[config.mk]
export PLATFORM = sky130hd
export DESIGN_NAME = codec_init_sequencer
export DESIGN_NICKNAME = d
export VERILOG_FILES = /design/src/rtl/codec_init_sequencer.sv
export SDC_FILE = /design/constraint.sdc
export NUM_CORES = 1
export LEC_CHECK = 0
export CAP_MARGIN = 10
export CORE_MARGIN = 8
export CORE_UTILIZATION = 45
export CTS_BUF_LIST = sky130_fd_sc_hd__clkbuf_4 sky130_fd_sc_hd__clkbuf_8
export DETAILED_ROUTE_END_ITERATION = 8
export PLACE_DENSITY = 0.73
export SYNTH_ARGS = -nofsm -noshare
export SYNTH_HDL_FRONTEND = slang
export SYNTH_SLANG_ARGS = --single-unit
[constraint.sdc]
create_clock -name clk -period 2 [get_ports clk]
set_input_delay 0.4 -clock clk [delete_from_list [all_inputs] [get_ports clk]]
set_output_delay 0.4 -clock clk [all_outputs]
set_load 0.05 [all_outputs]
[src/rtl/codec_init_sequencer.sv]
// -----------------------------------------------------------------------------
// codec_init_sequencer
//
// Pushes a table of 16-bit register words to an external audio codec through
// an I2C write controller. Each run does three things:
//   - waits a power-up delay;
//   - sends every table entry as one write transaction
//     (address, high byte, low byte, stop);
//   - leaves idle gaps between the transactions.
// A run starts after reset when start is seen, or again from DONE/ERROR.
// The table sits outside this block as a combinational lookup addressed by
// entry_index.
//
// Ports:
//   clk, reset       system clock, asynchronous active-high reset
//   start            level request, sampled in IDLE/DONE/ERROR
//   entry_word       table word for entry_index ([15:8] sent first)
//   entry_index      current table index
//   i2c_enable       controller enable
//   i2c_mode         controller mode, constant WRITE
//   i2c_addr         controller peripheral address, constant PERIPH_ADDR
//   i2c_byte         controller input byte
//   i2c_ready        controller ready
//   i2c_wip          controller write-in-progress
//   busy             run in progress
//   done             high while in DONE
//   error            sticky wip timeout flag, cleared by the next accepted start
// -----------------------------------------------------------------------------
module codec_init_sequencer #(
  parameter int         NUM_ENTRIES    = 10,
  parameter int         IDX_W          = 4,
  parameter logic [6:0] PERIPH_ADDR    = 7'h1A,
  parameter int         POWERUP_CYCLES = 1000,
  parameter int         GAP_CYCLES     = 16,
  parameter int         WIP_TIMEOUT    = 4096
) (
  input  logic             clk,
  input  logic             reset,
  input  logic             start,
  input  logic [15:0]      entry_word,
  output logic [IDX_W-1:0] entry_index,
  output logic             i2c_enable,
  output logic             i2c_mode,
  output logic [6:0]       i2c_addr,
  output logic [7:0]       i2c_byte,
  input  logic             i2c_ready,
  input  logic             i2c_wip,
  output logic             busy,
  output logic             done,
  output logic             error
);

  // One counter serves both the power-up delay and the inter-transaction gap.
  localparam int CNT_MAX = (POWERUP_CYCLES > GAP_CYCLES) ? POWERUP_CYCLES : GAP_CYCLES;
  localparam int CNT_W   = $clog2(CNT_MAX + 1);
  localparam int TMO_W   = $clog2(WIP_TIMEOUT + 1);

  localparam logic [CNT_W-1:0] PWR_LAST = CNT_W'(POWERUP_CYCLES - 1);
  localparam logic [CNT_W-1:0] GAP_LAST = CNT_W'(GAP_CYCLES - 1);
  localparam logic [TMO_W-1:0] TMO_LAST = TMO_W'(WIP_TIMEOUT - 1);
  localparam logic [IDX_W-1:0] IDX_LAST = IDX_W'(NUM_ENTRIES - 1);

  typedef enum logic [3:0] {
    S_IDLE      = 4'd0,
    S_DELAY     = 4'd1,
    S_LOAD      = 4'd2,
    S_SEND_HI   = 4'd3,
    S_SEND_LO   = 4'd4,
    S_STOP_WAIT = 4'd5,
    S_GAP       = 4'd6,
    S_DONE      = 4'd7,
    S_ABORT     = 4'd8,
    S_ERROR     = 4'd9
  } state_t;

  state_t           r_state, w_state;
  logic [CNT_W-1:0] r_cnt, w_cnt;
  logic [TMO_W-1:0] r_tmo, w_tmo;
  logic             r_wip_d;
  logic             r_seen_rise, w_seen_rise;
  logic [7:0]       r_lo_byte, w_lo_byte;
  logic [IDX_W-1:0] r_idx, w_idx;
  logic             r_enable, w_enable;
  logic [7:0]       r_byte, w_byte;
  logic             r_busy, w_busy;
  logic             r_done, w_done;
  logic             r_error, w_error;
  logic             w_rise, w_fall;

  assign w_rise = i2c_wip & ~r_wip_d;
  assign w_fall = ~i2c_wip & r_wip_d;

  assign entry_index = r_idx;
  assign i2c_enable  = r_enable;
  assign i2c_mode    = 1'b1;
  assign i2c_addr    = PERIPH_ADDR;
  assign i2c_byte    = r_byte;
  assign busy        = r_busy;
  assign done        = r_done;
  assign error       = r_error;

  // Next-state and next-output logic for the sequencer FSM.
  always_comb begin
    w_state     = r_state;
    w_cnt       = r_cnt;
    w_tmo       = r_tmo;
    w_seen_rise = r_seen_rise;
    w_lo_byte   = r_lo_byte;
    w_idx       = r_idx;
    w_enable    = r_enable;
    w_byte      = r_byte;
    w_busy      = r_busy;
    w_done      = r_done;
    w_error     = r_error;

    case (r_state)
      S_IDLE, S_DONE, S_ERROR: begin
        if (start) begin
          w_state = S_DELAY;
          w_cnt   = CNT_W'(0);
          w_idx   = IDX_W'(0);
          w_done  = 1'b0;
          w_error = 1'b0;
          w_busy  = 1'b1;
        end else begin
          w_state = r_state;
        end
      end

      S_DELAY: begin
        if (r_cnt == PWR_LAST) begin
          w_state = S_LOAD;
          w_cnt   = CNT_W'(0);
        end else begin
          w_cnt = r_cnt + CNT_W'(1);
        end
      end

      // Waits here without a timeout until the controller is ready.
      S_LOAD: begin
        if (i2c_ready) begin
          w_lo_byte   = entry_word[7:0];
          w_byte      = entry_word[15:8];
          w_enable    = 1'b1;
          w_tmo       = TMO_W'(0);
          w_seen_rise = 1'b0;
          w_state     = S_SEND_HI;
        end else begin
          w_state = S_LOAD;
        end
      end

      // Each byte finishes on a wip fall that follows a wip rise. The next
      // byte is set up on that fall, ahead of the controller's ACK phase,
      // which is when it latches input_byte again.
      S_SEND_HI, S_SEND_LO: begin
        if (w_rise) begin
          w_tmo       = TMO_W'(0);
          w_seen_rise = 1'b1;
        end else if (w_fall) begin
          w_tmo = TMO_W'(0);
          if (r_seen_rise && (r_state == S_SEND_HI)) begin
            w_byte      = r_lo_byte;
            w_seen_rise = 1'b0;
            w_state     = S_SEND_LO;
          end else if (r_seen_rise) begin
            w_enable    = 1'b0;
            w_seen_rise = 1'b0;
            w_state     = S_STOP_WAIT;
          end else begin
            w_state = r_state;
          end
        end else if (r_tmo == TMO_LAST) begin
          w_enable = 1'b0;
          w_error  = 1'b1;
          w_state  = S_ABORT;
        end else begin
          w_tmo = r_tmo + TMO_W'(1);
        end
      end

      S_STOP_WAIT: begin
        if (i2c_ready) begin
          w_state = S_GAP;
          w_cnt   = CNT_W'(0);
        end else begin
          w_state = S_STOP_WAIT;
        end
      end

      // The index advances on leaving GAP, so it is stable for at least the
      // whole LOAD cycle before entry_word is sampled.
      S_GAP: begin
        if (r_cnt != GAP_LAST) begin
          w_cnt = r_cnt + CNT_W'(1);
        end else if (r_idx == IDX_LAST) begin
          w_state = S_DONE;
          w_busy  = 1'b0;
          w_done  = 1'b1;
        end else begin
          w_idx   = r_idx + IDX_W'(1);
          w_cnt   = CNT_W'(0);
          w_state = S_LOAD;
        end
      end

      // entry_index is left unchanged so the failing entry stays visible.
      S_ABORT: begin
        if (i2c_ready) begin
          w_state = S_ERROR;
          w_busy  = 1'b0;
        end else begin
          w_state = S_ABORT;
        end
      end

      default: begin
        w_state = S_IDLE;
      end
    endcase
  end

  // State and output registers, plus the wip delay used for edge detection.
  always_ff @(posedge clk or posedge reset) begin
    if (reset) begin
      r_state     <= S_IDLE;
      r_cnt       <= CNT_W'(0);
      r_tmo       <= TMO_W'(0);
      r_wip_d     <= 1'b0;
      r_seen_rise <= 1'b0;
      r_lo_byte   <= 8'h00;
      r_idx       <= IDX_W'(0);
      r_enable    <= 1'b0;
      r_byte      <= 8'h00;
      r_busy      <= 1'b0;
      r_done      <= 1'b0;
      r_error     <= 1'b0;
    end else begin
      r_state     <= w_state;
      r_cnt       <= w_cnt;
      r_tmo       <= w_tmo;
      r_wip_d     <= i2c_wip;
      r_seen_rise <= w_seen_rise;
      r_lo_byte   <= w_lo_byte;
      r_idx       <= w_idx;
      r_enable    <= w_enable;
      r_byte      <= w_byte;
      r_busy      <= w_busy;
      r_done      <= w_done;
      r_error     <= w_error;
    end
  end

endmodule

==> reports/qor.txt, run 1 <==
Routed Antenna Nets: 0
flop-to-flop setup slack: 0.03 ns
routability cong.: 0.858
ys flop type: dfrtp_1
Worst-Margin Slew: 0.520 ns
Synth area leader: dfrtp_1
total CTS buffers: 5
number of synthesized flops with an enable pin: 0
Area contributors post-synth: dfrtp_1, mux2_2, nor2_1
DP HPWL: 6.05 mm
clock-pin slew on the worst setup and hold paths: 0.12 ns
WP buf/inv: 1
Crit path largest cell delay: 0.51 ns
Worst path top cell family by delay: compound AO/OA/AOI/OAI gates
CTS Root Cell: clkbuf_8
crit-path cells: buf_4 > or4bb_1 > a31oi_1 > a211oi_4 > a21bo_2 > a21oi_1
core footprint: 7250 sq um
largest net degree at the start of global routing: 54
Final Hold Viols: 0
Final Cell Area: 4520 sq um
Leakage: 2.08 nW
# rows: 31
clock skew: 0.0193 ns
n_diodes: 0
final wirelength: 8.56 mm
post-synth cell types: 72
WP data required: 2.24 ns
Critical Path Sink: entry_index[2]
area of the die: 10500 sq um
cell area after synthesis: 3360 sq um
drt pass-1 iters: 4
Area Overhead vs Synth: 34.5%
vias in the first global route: 2973
CTS tree: built
Initial Utilization: 46.4%
Max H-tree Level: 2
IO Port Bufs: 36
P per Cell Area: 1210 nW/um^2
register area share after synthesis: 39.4%
final period utilization: 98.4%
Routed WL per cell: 15.6 um
Worst VDD drop: 939 uV
FF-to-FF End: entry_index[2]
vias post-DR: 3085
TritonCTS sink count: 53
top-count cell post-synth: dfrtp_1
Max Slew Vio Count: 0
DR iter-0 viols: 121
Remaining DRCs: 0
Nets: 474
outcome: complete, no violations
crit path launch type: flop
critical path depth: 6
unrepaired setup endpoints after global routing: true
Post-Syn Area per Cell: 9.72 sq um
critical path endpoint category: flop
warnings from Yosys: 0
antenna violations before repair: 0
Slew HR: 65.2%
asr flop ratio synth: 100%
kind of critical path: flop to flop
num ports: 45
Hold Crit Class: input port to asynchronous set/reset pin
DR vias/cell: 5.64
Setup-failing EPs final: 0
Worst R2R Path Depth: 6
layout cells sized above 1: 31.0%
worst-skew pair later-pin latency: 0.32 ns
Die Span Y: 102 um
Max Fclk: 0.508 GHz
Post-Syn Instances: 346
Critical Path AT: 2.21 ns
overall routing resource usage: 16.1%
min cycle time layout: 1.97 ns
reg2reg start: r_state[2]
CP Max Fanout: 6
first-pass GRT wire length: 13.7 mm
total gr overflow: 0
placed inst area: 4210 sq um
Synth top area share: 39.4%
CTS max path bufs: 2
max cap viols: 0
final core utilization: 62.4%
Seq cells post-synth: 53
floorplan die width: 102 um
Worst Setup SP: r_state[2]
CP max-delay cell: or4bb_1
commonest cells in the netlist: dfrtp_1, nor2_1, o21ai_0
==> worst min-delay path by stage <==
stage                 start           end  slack, ns
2_1_floorplan       i2c_wip       r_wip_d       0.43
3_3_place_gp   r_lo_byte[3]  r_lo_byte[3]       0.49
3_5_place_dp   r_lo_byte[3]  r_lo_byte[3]       0.50
4_1_cts               reset  r_lo_byte[4]       0.45
5_1_grt               reset   i2c_byte[4]       0.47
6_report              reset  r_lo_byte[4]       0.43
==> metal layers <==
metal	global-route usage [%]	up-vias	routed length [um]
met3	3.27	10	400
met4	5.30	0	97
met1	19.9	1511	3650
met2	27.4	84	4410
li1	-	1480	-
met5	0	-	0
==> final cells by class <==
cell class | count | area, sq um
clock buffer | 5 | 68.8
fill | 576 | 2730
inverter | 12 | 45.0
tap | 99 | 124
multi-input combinational | 265 | 1980
sequential | 53 | 1330
timing repair buffer | 110 | 943
clock inverter | 3 | 26.3
==> sequential cells by signal (all words and copies together) (netlist names) <==
name and flops:
r_tmo 13, r_cnt 10, i2c_byte 8, r_lo_byte 8, entry_index 4, r_state 4, busy 1, done 1
error 1, i2c_enable 1, r_seen_rise 1, r_wip_d 1
==> power breakdown <==
| group | switching, W | internal [W] |
|---|---|---|
| combinational | 0.00182 | 0.00146 |
| clock | 0.000407 | 0.000261 |
| sequential | 0.000177 | 0.00133 |
| total | 0.00241 | 0.00306 |
==> per-stage QoR <==
step	std cells	hold WS (ns)	worst slack [ns]	total power, W	TNS [ns]
floorplan	352	0.431	0.0485	0.00347	0
global placement	525	0.487	-0.237	0.00436	-5.34
detailed placement	525	0.495	-0.299	0.00443	-7.20
CTS	536	0.445	0.000306	0.00516	0
global route	547	0.473	-0.0654	0.00579	-0.357
finish	547	0.430	0.0317	0.00546	0
==> cell families (layout without fill, tap and decap cells) <==
kind of cell / count (synthesis) / count (layout) / synth area share [%]
other: 2 / 8 / 0.223
buffers and inverters: 35 / 130 / 5.73
adders and majority gates: 6 / 6 / 2.23
muxes: 20 / 20 / 6.36
DFF: 53 / 53 / 39.4
and+or+nand+nor: 132 / 132 / 23.0
xor gates and xnor gates: 2 / 2 / 0.521
AOI/OAI and AO/OA: 96 / 97 / 22.4
==> cells in the final DEF, fill, tap and decap left out, types with 7 or more instances in the layout <==
cell,n
mux2i_1,9
nor2_1,30
buf_4,70
mux2_2,11
dfrtp_1,49
and3_1,7
conb_1,8
a21oi_1,14
nand2_1,16
clkdlybuf4s50_1,34
o21ai_0,18
nand3_1,13
a22o_1,9
inv_1,11
==> worst register-to-register path, cell delays in order, from the launching register on <==
cell and delay, ns:
dfrtp_2 0.38, buf_4 0.14, or4bb_1 0.51, a31oi_1 0.41
a211oi_4 0.10, a21bo_2 0.23, a21oi_1 0.11
==> timing repair <==
| action | CTS | global route |
|---|---|---|
| pin swaps | 3 | 8 |
| hold buffers | 0 | 0 |
| buffers inserted | 3 | 10 |
| setup endpoints to repair | 29 | 32 |
| gates cloned | 0 | 1 |
| resized for setup | 5 | 24 |
Note: power is estimated with default switching activity, not from simulation.
==> inputs of run 2 (changes only) <==
CORE_UTILIZATION = 52   (was 45)
PLACE_DENSITY = 0.75   (was 0.73)
==> reports/qor.txt, run 2 (synthesis results as in run 1) <==
Largest regs: r_tmo (13), r_cnt (10)
Initial Utilization: 53.3%
vias post-DR: 3028
vias in the first global route: 3021
routability cong.: 0.900
min cycle time layout: 1.99 ns
Setup-failing EPs final: 0
final cell count without fillers: 514
clock skew: 0.0107 ns
n_diodes: 0
Final Cell Area: 4450 sq um
Max Fclk: 0.502 GHz
Cells after DPL: 501
IO Port Bufs: 36
Max Slew Vio Count: 0
CTS max path bufs: 2
kind of critical path: flop to flop
P per Cell Area: 1210 nW/um^2
Routed WL per cell: 16.6 um
Final Hold Viols: 0
unrepaired setup endpoints after global routing: true
total CTS buffers: 5
Max H-tree Level: 2
CTS Root Cell: clkbuf_8
total gr overflow: 0
Worst-Margin Slew: 0.507 ns
WP data required: 2.25 ns
commonest non-fill, non-tap cell in the layout: buf_4
# rows: 29
Remaining DRCs: 0
Worst VDD drop: 937 uV
layout cells sized above 1: 30.0%
floorplan die width: 96.4 um
Area Overhead vs Synth: 32.3%
Die Span Y: 96.4 um
hold slack: 0.440 ns
DP HPWL: 6.07 mm
CP Max Fanout: 7
max cap viols: 0
worst-skew pair later-pin latency: 0.32 ns
TritonCTS sink count: 53
placed inst area: 4160 sq um
final wirelength: 8.54 mm
antenna violations before repair: 0
CTS tree: built
commonest cells after routing, fill and taps aside: buf_4, dfrtp_1, clkdlybuf4s50_1, nor2_1, nand2_1
# hold bufs at CTS: 0
Leakage: 2.01 nW
first-pass GRT wire length: 13.7 mm
core footprint: 6310 sq um
DR vias/cell: 5.89
drt pass-1 iters: 4
critical path endpoint category: flop
num ports: 45
Most flops, register: r_tmo
Slew HR: 66.1%
max reg flops: 13
area of the die: 9290 sq um
Routed Antenna Nets: 0
overall routing resource usage: 18.6%
Critical Path AT: 2.25 ns
crit path launch type: flop
reg2reg start: r_state[1]
clock-pin slew on the worst setup and hold paths: 0.10 ns
largest net degree at the start of global routing: 54
final period utilization: 99.6%
Worst Setup SP: r_state[1]
outcome: complete, no violations
DR iter-0 viols: 116
final core utilization: 70.4%
Hold Crit Class: input port to asynchronous set/reset pin
Nets: 463
run 2: cell type report:
| class | count | area, sq um |
|---|---|---|
| Multi-Input combinational cell | 265 | 2000 |
| Fill cell | 471 | 1870 |
| Sequential cell | 53 | 1330 |
| Timing Repair Buffer | 99 | 881 |
| Tap cell | 77 | 96.3 |
| Clock buffer | 5 | 68.8 |
| Inverter | 12 | 45.0 |
| Clock inverter | 3 | 22.5 |
run 2: path summary, 6_finish.rpt:
| path | end | slack, ns | cells after the start |
|---|---|---|---|
| worst max-delay path | r_tmo[12] | 0.008 | 6 |
| worst min-delay path | r_lo_byte[4] | 0.44 | 3 |
| worst max register to register | r_tmo[12] | 0.008 | 6 |
| worst min register to register | r_lo_byte[2] | 0.52 | 1 |
| max in group asynchronous | r_cnt[4] | 1.30 | 3 |
| min in group clk | r_lo_byte[2] | 0.52 | 1 |
run 2: worst max-delay path: stages, from the launching register on:
cell and delay (ns):
dfrtp_2 0.46, buf_6 0.15, or3b_4 0.41, a21o_4 0.27, a21o_4 0.22, a21oi_4 0.23
a22o_1 0.19
run 2: routing by layer:
metal	GRT usage, %	up-vias	wire [um]
li1	-	1460	-
met3	3.48	7	283
met5	0	-	0
met1	23.6	1516	3850
met2	31.3	45	4310
met4	5.80	0	102
run 2: power by group:
group	total, W	internal (W)	switching (W)
clock	0.000626	0.000246	0.000379
combinational	0.00324	0.00144	0.00179
sequential	0.00152	0.00134	0.000183
run 2: timing repair:
action                                  in CTS  in global routing
setup buffers                                1                  3
gates cloned                                 1                  0
endpoints found under the setup margin      25                 30
pin swaps                                    3                 16
resized for setup                            5                 35
run 2: metrics by stage:
step | setup TNS, ns | power [W] | setup WS, ns
CTS | -0.0723 | 0.00514 | -0.0245
detailed placement | -7.08 | 0.00444 | -0.307
floorplan | 0 | 0.00347 | 0.0485
global placement | -6.24 | 0.00436 | -0.275
global route | -0.306 | 0.00571 | -0.0463
finish | 0 | 0.00538 | 0.00764
